## src/rtl/motor_control_pkg.sv

```systemverilog
// ============================================================================
// motor_control_pkg: register map, CTRL/STATUS bit positions, channel status
// Rev 1.0
// ============================================================================
`default_nettype none

package motor_control_pkg;

    localparam logic [2:0] REG_CTRL      = 3'd0;
    localparam logic [2:0] REG_TARGET    = 3'd1;
    localparam logic [2:0] REG_CURRENT   = 3'd2;
    localparam logic [2:0] REG_SENS_CNT  = 3'd3;
    localparam logic [2:0] REG_LAST_LAP  = 3'd4;
    localparam logic [2:0] REG_BEST_LAP  = 3'd5;
    localparam logic [2:0] REG_LAP_CNT   = 3'd6;
    localparam logic [2:0] REG_STATUS    = 3'd7;

    localparam int CTRL_EN_BIT   = 0;
    localparam int CTRL_FCLR_BIT = 1;
    localparam int CTRL_WDOG_BIT = 2;

    localparam int STAT_FAULT_BIT = 0;
    localparam int STAT_LAPV_BIT  = 1;

    typedef struct packed {
        logic lap_valid;
        logic fault;
    } ch_status_t;

endpackage

`default_nettype wire

```

## src/rtl/motor_channel.sv

```systemverilog
// ============================================================================
// motor_channel: one lane - input filtering, ramped PWM, lap timer, watchdog
// Rev 1.0
// ============================================================================
`default_nettype none

module motor_channel
    import motor_control_pkg::*;
#(
    parameter int CNT_W      = 10,
    parameter int PWM_MAX    = 1000,
    parameter int RAMP_STEP  = 10,
    parameter int DEB_CYCLES = 4,
    parameter int LAP_W      = 32,
    parameter int WDOG_TICKS = 500000
) (
    input  logic             clk,
    input  logic             reset_n,
    input  logic             tick,
    input  logic             wrap,
    input  logic [CNT_W-1:0] pwm_cnt,
    input  logic             wr_en,
    input  logic             rd_en,
    input  logic [2:0]       reg_sel,
    input  logic [31:0]      wdata,
    input  logic             sensor_in,
    input  logic             round_in,
    output logic [31:0]      rd_word,
    output logic             pwm_out,
    output logic             enable_out
);

    localparam int DEB_W = $clog2(DEB_CYCLES + 1);
    localparam int WD_W  = $clog2(WDOG_TICKS + 1);

    logic [1:0] w_raw, r_meta, r_sync, w_filt, r_filt_d, w_rise;

    assign w_raw  = {round_in, sensor_in};
    assign w_rise = w_filt & ~r_filt_d;

    always_ff @(posedge clk or negedge reset_n) begin
        if (!reset_n) begin
            r_meta   <= '0;
            r_sync   <= '0;
            r_filt_d <= '0;
        end else begin
            r_meta   <= w_raw;
            r_sync   <= r_meta;
            r_filt_d <= w_filt;
        end
    end

    // Filtered level follows the synchronised input only after it has
    // disagreed for DEB_CYCLES consecutive cycles.
    for (genvar g = 0; g < 2; g++) begin : g_deb
        logic [DEB_W-1:0] r_cnt;
        logic             r_lvl;
        always_ff @(posedge clk or negedge reset_n) begin
            if (!reset_n) begin
                r_cnt <= '0;
                r_lvl <= 1'b0;
            end else if (r_sync[g] == r_lvl) begin
                r_cnt <= '0;
            end else if (r_cnt == DEB_W'(DEB_CYCLES - 1)) begin
                r_cnt <= '0;
                r_lvl <= r_sync[g];
            end else begin
                r_cnt <= r_cnt + DEB_W'(1);
            end
        end
        assign w_filt[g] = r_lvl;
    end

    logic             r_ctrl_en, r_wdog_en, r_armed;
    logic [CNT_W-1:0] r_target, r_current, w_diff, w_step, w_tgt_sat;
    logic [31:0]      r_sens_cnt, r_lap_cnt;
    logic [LAP_W-1:0] r_lap_tmr, r_last, r_best, w_lap_next;
    logic [WD_W-1:0]  r_wd;
    ch_status_t       r_stat;
    logic             w_sens_edge, w_round_edge, w_wr_ctrl, w_fclr, w_active;
    logic             w_capture, w_wd_run, w_expire, w_rd_last;

    assign w_sens_edge  = w_rise[0];
    assign w_round_edge = w_rise[1];
    assign w_wr_ctrl    = wr_en && (reg_sel == REG_CTRL);
    assign w_fclr       = w_wr_ctrl && wdata[CTRL_FCLR_BIT];
    assign w_active     = r_ctrl_en && !r_stat.fault;
    assign w_rd_last    = rd_en && (reg_sel == REG_LAST_LAP);
    assign w_tgt_sat    = (wdata > 32'(PWM_MAX)) ? CNT_W'(PWM_MAX) : wdata[CNT_W-1:0];
    assign w_diff       = (r_target > r_current) ? (r_target - r_current) : (r_current - r_target);
    assign w_step       = (w_diff > CNT_W'(RAMP_STEP)) ? CNT_W'(RAMP_STEP) : w_diff;
    // Lap length includes the tick of the capturing cycle.
    assign w_lap_next   = (tick && (r_lap_tmr != '1)) ? (r_lap_tmr + LAP_W'(1)) : r_lap_tmr;
    assign w_capture    = r_ctrl_en && r_armed && w_round_edge;
    assign w_wd_run     = w_active && r_wdog_en && tick;
    assign w_expire     = w_wd_run && !w_sens_edge && (r_wd == WD_W'(WDOG_TICKS - 1));

    always_ff @(posedge clk or negedge reset_n) begin
        if (!reset_n) begin
            r_ctrl_en  <= 1'b0;
            r_wdog_en  <= 1'b0;
            r_target   <= '0;
            r_current  <= '0;
            r_sens_cnt <= '0;
            pwm_out    <= 1'b0;
            enable_out <= 1'b0;
        end else begin
            if (w_wr_ctrl) begin
                r_ctrl_en <= wdata[CTRL_EN_BIT];
                r_wdog_en <= wdata[CTRL_WDOG_BIT];
            end
            if (wr_en && (reg_sel == REG_TARGET))
                r_target <= w_tgt_sat;
            if (!w_active)
                r_current <= '0;
            else if (wrap)
                r_current <= (r_target > r_current) ? (r_current + w_step) : (r_current - w_step);
            if (w_sens_edge)
                r_sens_cnt <= r_sens_cnt + 32'd1;
            pwm_out    <= w_active && (pwm_cnt < r_current);
            enable_out <= w_active;
        end
    end

    always_ff @(posedge clk or negedge reset_n) begin
        if (!reset_n) begin
            r_armed   <= 1'b0;
            r_lap_tmr <= '0;
            r_last    <= '0;
            r_best    <= '1;
            r_lap_cnt <= '0;
        end else begin
            if (!r_ctrl_en)
                r_armed <= 1'b0;
            else if (w_round_edge)
                r_armed <= 1'b1;
            r_lap_tmr <= (r_ctrl_en && w_round_edge) ? '0 : w_lap_next;
            if (w_capture) begin
                r_last    <= w_lap_next;
                r_best    <= (w_lap_next < r_best) ? w_lap_next : r_best;
                r_lap_cnt <= r_lap_cnt + 32'd1;
            end
        end
    end

    // Expiry takes precedence over a simultaneous fault clear.
    always_ff @(posedge clk or negedge reset_n) begin
        if (!reset_n) begin
            r_wd   <= '0;
            r_stat <= '0;
        end else begin
            if (w_fclr || w_sens_edge || w_expire)
                r_wd <= '0;
            else if (w_wd_run)
                r_wd <= r_wd + WD_W'(1);
            if (w_expire)
                r_stat.fault <= 1'b1;
            else if (w_fclr)
                r_stat.fault <= 1'b0;
            if (w_capture)
                r_stat.lap_valid <= 1'b1;
            else if (w_rd_last)
                r_stat.lap_valid <= 1'b0;
        end
    end

    always_comb begin
        rd_word = '0;
        case (reg_sel)
            REG_CTRL:     rd_word = {29'd0, r_wdog_en, 1'b0, r_ctrl_en};
            REG_TARGET:   rd_word = 32'(r_target);
            REG_CURRENT:  rd_word = 32'(r_current);
            REG_SENS_CNT: rd_word = r_sens_cnt;
            REG_LAST_LAP: rd_word = 32'(r_last);
            REG_BEST_LAP: rd_word = 32'(r_best);
            REG_LAP_CNT:  rd_word = r_lap_cnt;
            REG_STATUS:   rd_word = {30'd0, r_stat.lap_valid, r_stat.fault};
        endcase
    end

endmodule

`default_nettype wire

```

## src/rtl/motor_control_mc.sv

```systemverilog
// ============================================================================
// motor_control_mc: N-lane motor controller, Avalon-MM slave, shared PWM base
// Rev 1.0
// ============================================================================
`default_nettype none

module motor_control_mc
    import motor_control_pkg::*;
#(
    parameter int NUM_CH     = 2,
    parameter int CNT_W      = 10,
    parameter int PWM_MAX    = 1000,
    parameter int PRESCALE   = 50,
    parameter int RAMP_STEP  = 10,
    parameter int DEB_CYCLES = 4,
    parameter int LAP_W      = 32,
    parameter int WDOG_TICKS = 500000
) (
    input  logic                        clk,
    input  logic                        reset_n,
    input  logic [$clog2(NUM_CH)+2:0]   address,
    input  logic                        read,
    input  logic                        write,
    input  logic [31:0]                 writedata,
    output logic [31:0]                 readdata,
    output logic [NUM_CH-1:0]           pwm_output,
    output logic [NUM_CH-1:0]           enable_signal,
    input  logic [NUM_CH-1:0]           sensor_signal,
    input  logic [NUM_CH-1:0]           round_signal
);

    localparam int PS_W = $clog2(PRESCALE + 1);

    logic [PS_W-1:0]  r_ps;
    logic [CNT_W-1:0] r_pwm_cnt;
    logic             w_tick, w_wrap;
    logic [31:0]      w_ch, w_rdata;
    logic [31:0]      w_rd_word [NUM_CH];

    assign w_tick = (r_ps == PS_W'(PRESCALE - 1));
    assign w_wrap = w_tick && (r_pwm_cnt == CNT_W'(PWM_MAX - 1));
    assign w_ch   = 32'(address >> 3);

    always_ff @(posedge clk or negedge reset_n) begin
        if (!reset_n) begin
            r_ps      <= '0;
            r_pwm_cnt <= '0;
        end else begin
            r_ps <= w_tick ? '0 : (r_ps + PS_W'(1));
            if (w_tick)
                r_pwm_cnt <= w_wrap ? '0 : (r_pwm_cnt + CNT_W'(1));
        end
    end

    for (genvar g = 0; g < NUM_CH; g++) begin : g_ch
        motor_channel #(
            .CNT_W      (CNT_W),
            .PWM_MAX    (PWM_MAX),
            .RAMP_STEP  (RAMP_STEP),
            .DEB_CYCLES (DEB_CYCLES),
            .LAP_W      (LAP_W),
            .WDOG_TICKS (WDOG_TICKS)
        ) u_ch (
            .clk        (clk),
            .reset_n    (reset_n),
            .tick       (w_tick),
            .wrap       (w_wrap),
            .pwm_cnt    (r_pwm_cnt),
            .wr_en      (write && (w_ch == 32'(g))),
            .rd_en      (read && (w_ch == 32'(g))),
            .reg_sel    (address[2:0]),
            .wdata      (writedata),
            .sensor_in  (sensor_signal[g]),
            .round_in   (round_signal[g]),
            .rd_word    (w_rd_word[g]),
            .pwm_out    (pwm_output[g]),
            .enable_out (enable_signal[g])
        );
    end

    // Addresses beyond the last channel read as zero.
    always_comb begin
        w_rdata = '0;
        for (int i = 0; i < NUM_CH; i++)
            if (w_ch == 32'(i))
                w_rdata = w_rd_word[i];
    end

    always_ff @(posedge clk or negedge reset_n) begin
        if (!reset_n)
            readdata <= '0;
        else
            readdata <= read ? w_rdata : '0;
    end

endmodule

`default_nettype wire

```

## config.mk

```make
export PLATFORM = sky130hd
export DESIGN_NAME = motor_control_mc
export DESIGN_NICKNAME = d
export VERILOG_FILES = /design/src/rtl/motor_control_pkg.sv /design/src/rtl/motor_channel.sv /design/src/rtl/motor_control_mc.sv
export SDC_FILE = /design/constraint.sdc
export NUM_CORES = 1
export LEC_CHECK = 0
export BUFFER_PORTS_ARGS = -buffer_cell sky130_fd_sc_hd__buf_2
export CAP_MARGIN = 30
export CORE_MARGIN = 2
export CORE_UTILIZATION = 45
export DETAILED_ROUTE_END_ITERATION = 8
export PLACE_DENSITY = 0.68
export SLEW_MARGIN = 30
export SYNTH_ARGS = -nofsm -noshare
export SYNTH_HDL_FRONTEND = slang
export SYNTH_SLANG_ARGS = --single-unit
```

## constraint.sdc

```tcl
create_clock -name clk -period 16 [get_ports clk]
set_input_delay 4.8 -clock clk [delete_from_list [all_inputs] [get_ports clk]]
set_output_delay 4.8 -clock clk [all_outputs]
set_load 0.05 [all_outputs]
```

==> metrics.yaml, run 1 <==
setup_path:
  start_kind: "input port"
  crit_path_frequent_cell: "buf_4"
  slowest_delay_ns: 0.77
  slowest_stage: "nor3b_2"
  worst_ep_arrival_time_ns: 7.73
  crit_type: "input port to flop"
  crit_buf_inv: 3
  crit_family: "buffers and inverters"
  critPathMaxFanout: 39
  reg2regPathDepth: 22
  required_ns: 16.50
  cp_cell_sequence: "buf_2 -> buf_4 -> nor3b_2 -> buf_4 -> a22oi_1 -> nand2_1 -> a21oi_1 -> nor4_1"
  crit_path_end_kind: "flop"
  crit_cells: 8
placement:
  place_area_sq_um: 28400
  dp.final_hpwl_um: 51200
  post-place-cells: 3620
  gp_congestion: 0.902
  numPortBuffers: 79
finish:
  multi_input_area_sq_um: 13800
  fin_area_sq_um: 30200
  layout.area.seq_sq_um: 12300
  area_growth_pct: 11.0
  layout-drive-gt1-share_pct: 10.1
  post-route-util_pct: 50.3
  stdcell_count: 3721
  nets: 3097
  fillers: 5495
detailed_routing:
  wl_per_cell_um: 19.2
  postRouteWirelength_um: 71300
  drtIter0Drc: 1904
  first_pass_iters: 7
  met3_length_um: 4510
  ant_nets: 0
  highest_layer: "met4"
  wl_met1_um: 32600
  num_vias: 21300
  drc: 0
  avgViaCountPerCell: 5.71
  wl_met2_um: 32500
floorplanning:
  die_h_um: 250
  rows: 90
  core_region_area_sq_um: 60100
  ios: 80
  die_w_um: 250
  initial_core_util_pct: 45.3
  dieArea_sq_um: 62500
synthesis:
  syn_area_per_cell_sq_um: 9.52
  synth_nets: 3065
  ys_ff_latch: 488
  synth_top_area_share_pct: 38.9
  synth-async-reset-ratio_pct: 100
  yosys-top-cells-count: "dfrtp_1 (424), nand2_1 (337), nor2_1 (207), inv_1 (200), o21ai_0 (178)"
  yosys.area.top_type: "dfrtp_1"
  synthesis.area_sq_um: 27300
  syn_inst: 2862
  synth_most_common_cell: "dfrtp_1"
  synth_edf_count: 0
  yosysSeqAreaShare_pct: 45.1
  synth_cell_types: 75
  yosysWarnings: 0
  synthFlopType: "dfrtp_1"
  synth_area_leaders: "dfrtp_1 (39%), ha_1 (7.0%), dfstp_2 (6.2%), xnor2_1 (5.4%), nand2_1 (4.6%)"
status:
  outcome: "complete, no violations"
global_routing:
  grt_pass1_wl_um: 114000
  overflow: 0
  grt_pass1_vias: 21100
  grtUsageTotal_pct: 22.6
  antenna_found_initial: 3
  grt_max_degree: 167
sta:
  tightest_slew_ns: 0.905
  max_freq_mhz: 138
  final_max_slew_viol_count: 0
  min_period_over_period_pct: 45.2
  setup-violations-final: 0
  fin_setup_tns_ns: 0
  fin_skew_ns: 0.0492
  slew_headroom_pct: 39.4
  min_period_ns: 7.23
  rsz0062_at_grt: "no"
  finalHoldViolations: 0
cts:
  cts_tree: "done"
  cts_setup_buffers: 0
  cts.clk_slew.worst_paths_ns: 0.07
  cts_resized: 0
  cts.sinks: 488
  numCtsBuffers: 51
  clk_path_buf_depth: 3
  cts_max_level: 2
  clk_latency_ns: 0.63
  hold_buffers: 0
  clock-root-buffer: "clkbuf_16"
power:
  powerDensity_nw_per_um2: 102
  peakVddDrop_mv: 0.0775
  p_leak_nw: 14.2
hold_path:
  hold_path_depth: 0
  worstHoldPathType: "flop to flop"
run:
  cap_violations: 0
worst register-to-register path, cell delays in order (launching register included):
cell	delay (ns)
dfrtp_1	0.58
inv_1	0.16
ha_1	0.57
nand4_1	0.25
nor4_2	0.76
nand2b_1	0.44
a31oi_1	0.17
xor2_1	0.18
nor4b_2	0.59
o21ai_0	0.28
or2_2	0.35
ha_1	0.27
o22ai_1	0.27
ha_1	0.29
a21o_1	0.18
a21oi_1	0.26
a2bb2oi_1	0.25
a21oi_1	0.12
a21o_1	0.21
a211oi_1	0.28
nand4_1	0.17
a311oi_1	0.33
a41o_1	0.13
final timing paths:
kind	endpoint	slack, ns	startpoint
max in group asynchronous	r_ps[4]	9.87	reset_n
worst min-delay path	g_ch[0].u_ch.r_sync[0]	0.34	g_ch[0].u_ch.r_meta[0]
worst min register to register	g_ch[0].u_ch.r_sync[0]	0.34	g_ch[0].u_ch.r_meta[0]
worst max register to register	g_ch[1].u_ch.r_current[9]	8.85	g_ch[1].u_ch.r_current[6]
min in group asynchronous	g_ch[1].u_ch.r_lap_tmr[27]	4.18	reset_n
worst max-delay path	readdata[15]	8.77	address[2]
kinds of logic (layout without fill, tap and decap cells):
| kind of cell | after synthesis | count (layout) | share of synthesized area (%) |
|---|---|---|---|
| AO/OA/AOI/OAI | 524 | 524 | 12.3 |
| XOR/XNOR | 253 | 253 | 8.13 |
| adder cells (fa/ha/maj) | 159 | 159 | 7.46 |
| buffers and inverters | 321 | 396 | 4.56 |
| flip-flops | 488 | 488 | 45.1 |
| multiplexers | 127 | 127 | 4.78 |
| other | 0 | 2 | 0 |
| AND/OR/NAND/NOR | 990 | 990 | 17.6 |
routing by layer:
| metal | global-route usage [%] | up-vias |
|---|---|---|
| met5 | 0 | - |
| met4 | 6.06 | 0 |
| met1 | 32.4 | 10500 |
| li1 | - | 10000 |
| met2 | 35.7 | 619 |
| met3 | 3.60 | 93 |
flip-flops by register name, indices dropped and copies added (netlist names), 4 cells and up:
name and flops:
g_ch.u_ch.r_lap_tmr 64, g_ch.u_ch.r_wd 38, g_ch.u_ch.r_last 64, g_ch.u_ch.r_stat 4, readdata 32, g_ch.u_ch.g_deb.r_cnt 12
g_ch.u_ch.r_lap_cnt 64, g_ch.u_ch.r_sync 4, r_ps 6, g_ch.u_ch.r_best 64, g_ch.u_ch.r_filt_d 4, g_ch.u_ch.r_meta 4
g_ch.u_ch.g_deb.r_lvl 4, r_pwm_cnt 10, g_ch.u_ch.r_sens_cnt 64, g_ch.u_ch.r_current 20, g_ch.u_ch.r_target 20
layout by cell type, fill, tap and decap left out, types with 13 or more instances in the layout:
cell	instances
buf_2	78
xnor2_1	169
nor2_1	205
a21oi_1	112
a22o_1	16
ha_1	153
clkbuf_1	15
dfrtp_1	424
nand2b_1	18
nand3_1	103
nand2_1	336
o21ai_0	178
inv_1	200
and3_1	62
a21o_1	37
or3_1	16
and4_1	27
a22oi_1	23
nor3_1	48
nand4_1	51
dfstp_2	64
nor4_1	20
a31oi_1	13
a221o_1	18
nor2b_1	31
mux2_2	15
xor2_1	84
a211oi_1	17
mux2i_1	111
clkbuf_16	51
buf_4	16
a221oi_1	38
power breakdown:
part	leakage, nW	internal [mW]	switching (mW)	total, mW
sequential	6.46	1.29	0.0642	1.35
combinational	6.84	0.174	0.317	0.492
clock	0.868	0.734	0.518	1.25
stage by stage:
step	worst slack (ns)	power (mW)	hold WS, ns
floorplan	9.44	1.71	0.331
global placement	8.35	1.84	0.334
detailed placement	8.21	1.86	0.336
CTS	8.85	3.12	0.338
global route	8.38	3.24	0.346
finish	8.77	3.10	0.337
layout make-up:
| type | count | share of cell area [%] |
|---|---|---|
| multi-input cells | 2053 | 45.6 |
| flip-flops and latches | 488 | 40.6 |
| clock buffers | 75 | 4.81 |
| well taps | 782 | 3.23 |
| inverters | 200 | 2.48 |
| repair buffers | 100 | 2.14 |
| clock inverters | 21 | 1.03 |
| diodes | 2 | 0.0165 |
(Power assumes the default switching activity.)
==> run 2: changes to the inputs <==
==> constraint.sdc (replaced) <==
create_clock -name clk -period 6.9 [get_ports clk]
set_input_delay 2.07 -clock clk [delete_from_list [all_inputs] [get_ports clk]]
set_output_delay 2.07 -clock clk [all_outputs]
set_load 0.05 [all_outputs]
==> metrics.yaml, run 2 (synthesis gave the netlist of run 1 again) <==
setup_path:
  timing.rr.start: "g_ch[0].u_ch.r_target[0]"  # was g_ch[1].u_ch.r_current[6]
  crit_type: "flop to flop"  # was input port to flop
  slowest_delay_ns: 0.52  # was 0.77 ns
  cp_cell_sequence: "inv_1 -> ha_1 -> fa_1 -> nand3b_1 -> a21oi_2 -> o21ai_2 -> or2_1 -> or4_1 -> a31o_1 -> nor4_4 -> o21ai_1 -> or2_1 -> ha_1 -> o22ai_1 -> ha_1 -> a21o_1 -> a21o_1 -> a21o_1 -> nand2_1 -> a21oi_1 -> a31oi_1 -> a311oi_1 -> a221oi_2 -> mux2i_1"  # was buf_2 -> buf_4 -> nor3b_2 -> buf_4 -> a22oi_1 -> nand2_1 -> a21oi_1 -> nor4_1
  critPathMaxFanout: 9  # was 39
  crit_buf_inv: 1  # was 3
  worst_ep_arrival_time_ns: 6.82  # was 7.73 ns
  start_kind: "flop"  # was input port
  rr_endpoint: "g_ch[0].u_ch.r_current[9]"  # was g_ch[1].u_ch.r_current[9]
  crit_path_end_kind: "flop"  # unchanged
  slowest_stage: "or4_1"  # was nor3b_2
  crit_cells: 24  # was 8
  required_ns: 7.43  # was 16.50 ns
  crit_family: "compound AO/OA/AOI/OAI gates"  # was buffers and inverters
  r2r_slack_ns: 0.61  # was 8.85 ns
  reg2regPathDepth: 24  # was 22
cts:
  cts.sinks: 488  # unchanged
  clk_latency_ns: 0.61  # was 0.63 ns
  cts_setup_buffers: 0  # unchanged
  clk_path_buf_depth: 3  # unchanged
  numCtsBuffers: 53  # was 51
  hold_buffers: 0  # unchanged
  cts_resized: 0  # unchanged
  cts.clk_slew.worst_paths_ns: 0.06  # was 0.07 ns
  cts_max_level: 2  # unchanged
  cts_tree: "done"  # unchanged
  clock-root-buffer: "clkbuf_16"  # unchanged
floorplanning:
  dieArea_sq_um: 62500  # unchanged
  core_region_area_sq_um: 60100  # unchanged
  die_h_um: 250  # unchanged
  die_w_um: 250  # unchanged
  rows: 90  # unchanged
  initial_core_util_pct: 45.3  # unchanged
  ios: 80  # unchanged
hold_path:
  hold_path_depth: 0  # unchanged
  min_to: "g_ch[0].u_ch.r_sync[0]"  # unchanged
  holdCritStartpoint: "g_ch[0].u_ch.r_meta[0]"  # unchanged
  worstHoldPathType: "flop to flop"  # unchanged
finish:
  final_cell_mix: "dfrtp_1 (424), nand2_1 (336), nor2_1 (206), inv_1 (200), o21ai_0 (178)"  # was dfrtp_1 (424), nand2_1 (336), nor2_1 (205), inv_1 (200), o21ai_0 (178)
  layout_commonest_cell: "dfrtp_1"  # unchanged
  fin_area_sq_um: 30300  # was 30200 sq um
  layout-drive-gt1-share_pct: 10.6  # was 10.1%
  area_growth_pct: 11.1  # was 11.0%
  post-route-util_pct: 50.4  # was 50.3%
  nets: 3118  # was 3097
  stdcell_count: 3743  # was 3721
detailed_routing:
  first_pass_iters: 5  # was 7
  drc: 0  # unchanged
  met3_length_um: 4630  # was 4510 um
  highest_layer: "met5"  # was met4
  drtIter0Drc: 1627  # was 1904
  avgViaCountPerCell: 5.65  # was 5.71
  ant_nets: 0  # unchanged
  postRouteWirelength_um: 71800  # was 71300 um
  wl_met2_um: 32800  # was 32500 um
  wl_per_cell_um: 19.2  # about the same
  num_vias: 21100  # was 21300
  wl_met1_um: 32100  # was 32600 um
sta:
  hold_slack_ns: 0.348  # was 0.337 ns
  tightest_slew_ns: 0.912  # was 0.905 ns
  fin_skew_ns: 0.0216  # was 0.0492 ns
  final_max_slew_viol_count: 0  # unchanged
  rsz0062_at_grt: "no"  # unchanged
  worst_slack_ns: 0.611  # was 8.77 ns
  max_freq_mhz: 159
  min_period_over_period_pct: 91.1
  min_period_ns: 6.29
  slew_headroom_pct: 37.6  # was 39.4%
  setup-violations-final: 0  # unchanged
  fin_setup_tns_ns: 0  # unchanged
  finalHoldViolations: 0  # unchanged
power:
  total_power_mw: 7.15  # was 3.10 mW
  peakVddDrop_mv: 0.191  # was 0.0775 mV
  p_leak_nw: 14.2  # about the same
  intPower_mw: 5.05  # was 2.20 mW
  powerDensity_nw_per_um2: 236  # was 102 nW/um^2
  p_comb_share_pct: 16.6  # was 15.9%
  pwr-share-clk_pct: 39.7  # was 40.4%
  seq_power_share_pct: 43.8  # was 43.7%
  switching_power_mw: 2.10  # was 0.899 mW
  p_sw_share_pct: 29.4  # was 29.0%
global_routing:
  grt_max_degree: 151  # was 167
  overflow: 0  # unchanged
  grt_pass1_vias: 21200  # was 21100
  antenna_found_initial: 3  # unchanged
  grtUsageTotal_pct: 23.0  # was 22.6%
  grt_pass1_wl_um: 115000  # was 114000 um
status:
  outcome: "complete, no violations"  # unchanged
placement:
  place_area_sq_um: 28500  # was 28400 sq um
  numPortBuffers: 79  # unchanged
  gp_congestion: 0.930  # was 0.902
  preCtsSetupSlack_ns: 0.658  # was 8.21 ns
  dp.final_hpwl_um: 52600  # was 51200 um
  post-place-cells: 3641  # was 3620
run:
  cap_violations: 0  # unchanged
-- run 2: cell count changes in the layout (fill, tap and decap cells not counted), moves of 3 or more --
cell and delta:
buf_4 +19, bufinv_16 -5, clkbuf_8 +5, buf_16 -3, clkbuf_16 +3
-- run 2: worst max-delay path by stage --
stage                                         start                   endpoint  slack (ns)
after CTS                 g_ch[0].u_ch.r_current[0]  g_ch[0].u_ch.r_current[9]        0.61
after floorplan           g_ch[0].u_ch.r_current[0]  g_ch[0].u_ch.r_current[9]        1.36
after global placement    g_ch[0].u_ch.r_current[0]  g_ch[0].u_ch.r_current[9]        0.81
after detailed placement  g_ch[0].u_ch.r_current[0]  g_ch[0].u_ch.r_current[9]        0.66
after global routing      g_ch[1].u_ch.r_current[5]  g_ch[1].u_ch.r_current[9]        0.19
final                      g_ch[0].u_ch.r_target[0]  g_ch[0].u_ch.r_current[9]        0.61
-- run 2: cell type report --
cell class | count | area (sq um)
Fill cell | 5474 | 29800
Multi-Input combinational cell | 2053 | 13800
Sequential cell | 488 | 12300
Clock buffer | 85 | 1610
Tap cell | 782 | 978
Inverter | 200 | 751
Timing Repair Buffer | 119 | 747
Clock inverter | 15 | 138
Antenna cell | 1 | 2.50
-- run 2: routing by layer --
metal	track usage [%]	vias up
met5	0	-
met4	7.48	2
met3	5.34	133
met2	36.5	561
met1	31.0	10400
li1	-	10100
-- run 2: power by group through the flow --
stage	clock [mW]	sequential, mW	combinational (mW)
after CTS	2.89	3.12	1.18
after global routing	3.01	3.14	1.31
after detailed placement	0	3.17	1.17
after floorplan	0	3.15	0.812
final	2.83	3.13	1.18
after global placement	0	3.17	1.15
